<file path="config.mk">
export PLATFORM = sky130hd
export DESIGN_NAME = xorexpand_streamer
export DESIGN_NICKNAME = d
export VERILOG_FILES = /design/src/rtl/xorexpand_streamer_pkg.sv /design/src/rtl/xorexpand_streamer.sv
export SDC_FILE = /design/constraint.sdc
export NUM_CORES = 1
export LEC_CHECK = 0
export ABC_AREA = 1
export CAP_MARGIN = 20
export CORE_MARGIN = 3
export CORE_UTILIZATION = 52
export CTS_CLUSTER_DIAMETER = 40
export DETAILED_ROUTE_END_ITERATION = 10
export HOLD_SLACK_MARGIN = 0.05
export PLACE_DENSITY = 0.8
export SETUP_SLACK_MARGIN = 0.4
export SYNTH_ARGS = -nofsm -noshare
export SYNTH_HDL_FRONTEND = slang
export SYNTH_SLANG_ARGS = --single-unit
</file>
<file path="constraint.sdc">
create_clock -name clk -period 1.9 [get_ports clk]
set_clock_uncertainty 0.15 [all_clocks]
set_input_delay 0.285 -clock clk [delete_from_list [all_inputs] [get_ports clk]]
set_output_delay 0.285 -clock clk [all_outputs]
set_load 0.1 [all_outputs]
</file>
<file path="src/rtl/xorexpand_streamer_pkg.sv">
// Shared constants, sizing helpers and state encoding for the xor-expand pad streamer.
package xorexpand_streamer_pkg;

  // Seed width of the upstream xor-expand generator and the default word width.
  localparam int DEF_RNDSIZE = 16;
  localparam int DEF_OUT_W   = 8;

  // IDLE waits for a pad vector; STREAM emits it word by word.
  typedef enum logic {
    ST_IDLE   = 1'b0,
    ST_STREAM = 1'b1
  } state_t;

  // Number of pad bits produced by an xor-expand of seed width r.
  function automatic int pad_width(input int r);
    return (r * (r - 1)) / 2;
  endfunction

  // Integer division rounded up.
  function automatic int ceil_div(input int a, input int b);
    return (a + b - 1) / b;
  endfunction

  // Bits needed to count 0..n-1, never less than one.
  function automatic int clog2_min1(input int n);
    int w;
    w = 0;
    while ((1 << w) < n) begin
      w = w + 1;
    end
    return (w < 1) ? 1 : w;
  endfunction

endpackage

</file>
<file path="src/rtl/xorexpand_streamer.sv">
// Captures one expanded pad vector and streams it out LSB-first as OUT_W-bit words.
module xorexpand_streamer
  import xorexpand_streamer_pkg::*;
#(
  parameter int RNDSIZE = DEF_RNDSIZE,
  parameter int OUT_W   = DEF_OUT_W,
  localparam int P_W    = pad_width(RNDSIZE),
  localparam int NWORDS = ceil_div(P_W, OUT_W)
) (
  input  logic             clk,
  input  logic             rst_n,
  input  logic             in_valid,
  output logic             in_ready,
  input  logic [P_W-1:0]   in_data,
  output logic             out_valid,
  input  logic             out_ready,
  output logic [OUT_W-1:0] out_data,
  output logic             out_last,
  output logic             busy
);

  localparam int BUF_W = NWORDS * OUT_W;
  localparam int CW    = clog2_min1(NWORDS);
  localparam logic [CW-1:0] LAST_CNT = CW'(NWORDS - 1);

  state_t          r_state;
  logic [BUF_W-1:0] r_buf;
  logic [CW-1:0]   r_cnt;

  logic w_stream;
  logic w_last;
  logic w_in_ready;
  logic w_accept;
  logic w_advance;

  // Handshake decode; in_ready is the only path that depends combinationally on an input.
  always_comb begin
    w_stream   = (r_state == ST_STREAM);
    w_last     = w_stream & (r_cnt == LAST_CNT);
    w_in_ready = ~w_stream | (w_last & out_ready);
    w_accept   = in_valid & w_in_ready;
    w_advance  = w_stream & out_ready;
  end

  // Load / shift / retire the pad buffer; the buffer is cleared when idle so out_data reads zero.
  always_ff @(posedge clk) begin
    if (!rst_n) begin
      r_state <= ST_IDLE;
      r_buf   <= '0;
      r_cnt   <= '0;
    end else if (w_accept) begin
      // Covers both a load from IDLE and a zero-bubble reload on the final word.
      r_buf   <= BUF_W'(in_data);
      r_cnt   <= '0;
      r_state <= ST_STREAM;
    end else if (w_advance) begin
      if (w_last) begin
        r_buf   <= '0;
        r_cnt   <= '0;
        r_state <= ST_IDLE;
      end else begin
        r_buf   <= r_buf >> OUT_W;
        r_cnt   <= r_cnt + CW'(1);
      end
    end
  end

  assign in_ready  = w_in_ready;
  assign out_valid = w_stream;
  assign out_data  = r_buf[OUT_W-1:0];
  assign out_last  = w_last;
  assign busy      = w_stream;

endmodule

</file>
After elaboration in Yosys (flattened, before gate mapping)
Index checks and enable logic that the tools add are counted.

Muxes and demuxes: 7. Add/sub/neg operators: 1. Bitwise operators: 7. Reduce and logical (&&, ||, !) cells: 4. Eq/ne operators: 1.

Operator list (count): 120-bit two-way mux (2); 112-bit two-way mux (1); 4-bit by 1-bit adder with 4-bit output, second input constant (1); 1-bit bitwise AND (4); 4-bit == test, second input constant (1); 4-bit two-way mux (1); 2-bit nonzero test (2); 1-bit two-way mux (3); 1-bit inverter (2); 2-bit AND reduction (1); 2-bit OR reduction (1); 1-bit OR (1).

Bits of input ports: 124. Register bits: 125. Logic and storage cells: 23. Output and inout bits: 12.

Longest topological paths before layout
Word-level depth: 7. Gate-level depth with buffers: 10. Mapped depth without buffers: 8.

Least setup slack after synthesis
No wires, ideal clock.

Path kind: reg-to-reg. From: reg r_state (netlist: busy). To: reg r_cnt[1]. Setup slack: -897 ps. Required time: 1635 ps. Path buffers: 1. Stages on the path, launching flop included: 7. Arrival time: 2532 ps. Path through: dfxtp_1 > nand4_1 > buf_2 > inv_1 > nor3_1 > a21oi_1 > nor2_1.

Cells in the longest elaborated chain, start to end: 5. Elaborated cells on any way between the ends: 8. Those cells by class: 1 x mux; 6 x bitwise; 1 x reduce/logical.

RTL lines: from (decl) (line xorexpand_streamer.sv:26) `state_t r_state;`; from (signal assigned) (line xorexpand_streamer.sv:48) `r_state <= ST_IDLE;`; from (signal assigned) (line xorexpand_streamer.sv:55) `r_state <= ST_STREAM;`; from (signal assigned) (line xorexpand_streamer.sv:60) `r_state <= ST_IDLE;`; 1-bit bitwise AND * (line xorexpand_streamer.sv:39) `w_last = w_stream & (r_cnt == LAST_CNT);`; named net out_last (line xorexpand_streamer.sv:18) `output logic out_last,`; 1-bit bitwise AND (line xorexpand_streamer.sv:40) `w_in_ready = ~w_stream | (w_last & out_ready);`; 1-bit OR (line xorexpand_streamer.sv:40); 1-bit bitwise AND (line xorexpand_streamer.sv:41) `w_accept = in_valid & w_in_ready;`; 2-bit OR reduction (no line); to (signal assigned) (line xorexpand_streamer.sv:63) `r_cnt <= r_cnt + CW'(1);`; to (decl) (line xorexpand_streamer.sv:28) `logic [CW-1:0] r_cnt;`.

Mark *: on every way through the listed nets, which the timed path passes. The rest lies on a longest branch. A chain may end at the register's enable or synchronous reset.

Worst setup path after layout
From: reg r_cnt[0]. To: reg r_buf[31].

Cells in the longest elaborated chain, start to end: 6. Elaborated cells on any way between the ends: 9. Those cells by class: 1 x eq/ne; 3 x mux; 4 x bitwise; 1 x reduce/logical.

RTL lines: 4-bit == test * (line xorexpand_streamer.sv:39); 1-bit bitwise AND * (line xorexpand_streamer.sv:39); 1-bit bitwise AND (line xorexpand_streamer.sv:40); 1-bit OR (line xorexpand_streamer.sv:40); 1-bit bitwise AND (line xorexpand_streamer.sv:41); 120-bit two-way mux / 2-bit nonzero test (equally long branches); to (signal assigned) (line xorexpand_streamer.sv:53) `r_buf <= BUF_W'(in_data);`; to (signal assigned) (line xorexpand_streamer.sv:62) `r_buf <= r_buf >> OUT_W;`; to (decl) (line xorexpand_streamer.sv:27) `logic [BUF_W-1:0] r_buf;`.

Mark *: on every way between the ends. The rest lies on a longest branch, timed or not. The select of a mux whose other input is x is not followed.

==> results.yml <==
synth:
  synth-edff-count: 0
  syn-cell-area_sq_um: 6650
  ys_seq_area_share_pct: 37.6
  ys_async_sr_fraction_pct: 0
  synth-simple-area-share_pct: 35.5
  ys_top_cells_by_area: "dfxtp_1 (38%), nand2_1 (14%), nor2_1 (13%), a21oi_1 (9.3%), nand3_1 (8.6%)"
  syn_nets: 1198
  synth_top_family_by_area: "simple AND/OR/NAND/NOR gates"
  synth.area.mux_share_pct: 0
  synth-seq-cells: 125
  synth_fa_ha_area_share_pct: 0.376
  syn_inst: 1072
  yosysWarnings: 0
  synth-compound-area-share_pct: 18.0
  synthFlopType: "dfxtp_1"
  avgSynthCellArea_sq_um: 6.21
  synth_cell_types: 21
  synthXorXnorAreaFrac_pct: 0.263
  synth_top_area_share_pct: 37.6
  synth_area_leader_cell: "dfxtp_1"
final_layout:
  multiInputGateArea_sq_um: 4330
  final_cells: 1381
  layout_commonest_cell: "nand2_1"
  layout_common_cells: "nand2_1 (218), nor2_1 (212), dfxtp_1 (122)"
  fin_nets: 1326
  seqCellArea_sq_um: 2510
  n_fill_cell: 589
  drive_above_1_share_pct: 22.9
  n_antenna_cell: 0
  finish.instance_area_sq_um: 10700
  area_delta_synth_final_pct: 60.2
place:
  gp_congestion: 0.817
  hpwl_mm: 10.9
  port_buffers: 135
  placed_area_sq_um: 8260
  dp_cells: 1296
detailed_routing:
  wl_mm: 26.4
  drc: 0
  via_count: 8375
  viasPerCell: 6.06
  drt_iter0_drc: 1249
  first_pass_iters: 9
  wire_per_inst_um: 19.1
  ant_nets: 0
timing:
  fmax_ghz: 0.478
  period_needed_ns: 2.09
  setup_viol: 89
  finalCritPeriodShare_pct: 110
  setup_tns_ns: -4.98
  worst_pin_slew_ns: 0.883
  holdWs_ns: 0.109
  max_slew_margin_pct: 41.1
  hold_violations: 0
  slew_violations: 0
  rsz0062_at_grt: "true"
  layout_setup_ws_ns: -0.194
clocking:
  cts_root_buf: "clkbuf_16"
  clkSlewWorstSetupHoldPaths_ns: 0.06
  postCtsHoldBufs: 0
  htreeDepth: 4
  clockBufferDepth: 2
  clk_latency_ns: 0.43
  cts_num_sinks: 125
  numCtsBuffers: 17
  cts_tree: "built"
floorplanning:
  design.die.area_sq_um: 14200
  die_w_um: 119
  fp.dieH_um: 119
  ios: 136
  fp-row-count: 40
  initial_core_util_pct: 54.3
  core_sq_um: 12300
hold_path:
  hp-class: "input pin to flop"
grt:
  grt_max_degree: 107
  grt_util_met1_pct: 37.3
  antenna_found_initial: 0
  gr-total-overflow: 0
  grt_pass1_wl_mm: 33.2
  grt_usage_pct: 28.3
  use_met3_pct: 6.51
  grt_pass1_vias: 6857
  met2_usage_pct: 46.3
  grt_busiest_layer: "met2"
critical_path:
  crit_required_ns: 2.05
  worstSetupEndpointType: "flop"
  crit_path_max_fanout: 8
  cp_slowest_stage_delay_ns: 0.33
  crit_slowest_cell: "dfxtp_2"
  worst_setup_path_start_kind: "flop"
  worstPathArrival_ns: 2.25
  worstSetupPathType: "flop to flop"
  crit_path_frequent_cell: "buf_12"
  crit_chain: "inv_2, ha_4, nand3_4, o21bai_4, buf_6, buf_8, buf_12, buf_12, buf_12, a21oi_1, nor2_1, nor2_1"
job:
  cap_violations: 0
power_and_ir_drop:
  internal-power_w: 0.00604
  clockPowerShare_pct: 38.3
  swShare_pct: 29.9
  net-switching-power_w: 0.00257
  combPwrFrac_pct: 26.5
  power.density_nw_per_um2: 807
  leakagePower_nw: 4.41
  seq_power_share_pct: 35.1
  ir_drop_mv: 0.599
  p_total_w: 0.00860
status:
  run_status: "finished, violations left"
  violations: "negative setup slack"
==> per-layer routing <==
| layer | wire, um | vias up |
|---|---|---|
| li1 | - | 3768 |
| met1 | 9830 | 3900 |
| met2 | 12900 | 581 |
| met3 | 2490 | 126 |
| met4 | 1170 | 0 |
| met5 | 0 | - |
==> sequential cells by signal, summed over array words and instances (netlist names) <==
signal,flops
r_cnt,4
busy,1
r_buf,120
==> cell usage after synthesis, types with 2 or more instances <==
cell type  count
buf_4         15
inv_2          2
clkbuf_1      40
nand2_1      245
inv_1          6
nand4_1        2
ha_1           2
a21oi_1      123
dfxtp_1      125
nand3_1      114
buf_1          7
nor2_1       227
buf_2         45
xor2_1         2
o21ai_0      106
o21ai_1        6
==> cell families (layout without fill, tap and decap cells) <==
kind of cell             after synthesis  count (layout)
AO/OA/AOI/OAI                        238             238
XOR/XNOR                               2               2
adder cells (fa/ha/maj)                2               2
buffers and inverters                116             257
flip-flops                           125             125
AND/OR/NAND/NOR                      589             589
==> critical path, delay by kind of cell, from the launching register on <==
kind | cells | cell delay (ns)
simple gates | 3 | 0.35
buf+inv | 6 | 0.71
compound gates | 2 | 0.27
fa+ha+maj | 1 | 0.16
flops | 1 | 0.33
==> timing repair <==
| item | in CTS | in global routing |
|---|---|---|
| endpoints found under the setup margin | 127 | 129 |
| pin swaps | 22 | 143 |
| cloned | 9 | 21 |
| setup buffers | 12 | 11 |
| gates resized for setup | 21 | 184 |
==> final timing paths <==
check,end,depth (start not counted),slack [ns],start
worst min register to register,r_buf[117],2,0.32,r_buf[117]
worst max-delay path,r_buf[31],12,-0.19,r_cnt[0]
worst max register to register,r_buf[31],12,-0.19,r_cnt[0]
worst min-delay path,busy,3,0.11,in_valid
==> cell type report <==
cell class	instances	area share, %
multi-input cells	831	40.6
clock inverters	6	0.751
repair buffers	216	27.7
well taps	168	1.97
inverters	9	0.470
flip-flops and latches	125	23.6
clock buffers	26	4.87
==> power groups by stage <==
stage	logic, W	registers (W)	clock network (W)
finish	0.00228	0.00302	0.00330
global route	0.00244	0.00304	0.00342
CTS	0.00178	0.00299	0.00327
global placement	0.00162	0.00304	0
floorplan	0.00108	0.00301	0
detailed placement	0.00163	0.00304	0
==> per-stage QoR <==
step / util (%) / setup slack (ns)
6_report: 86.9 / -0.194
5_1_grt: 86.9 / -0.250
4_1_cts: 76.2 / -0.0384
3_5_place_dp: 67.4 / -0.0778
3_3_place_gp: 67.4 / -0.0581
2_1_floorplan: - / -0.00754
Power figures use the tool's default switching activity.
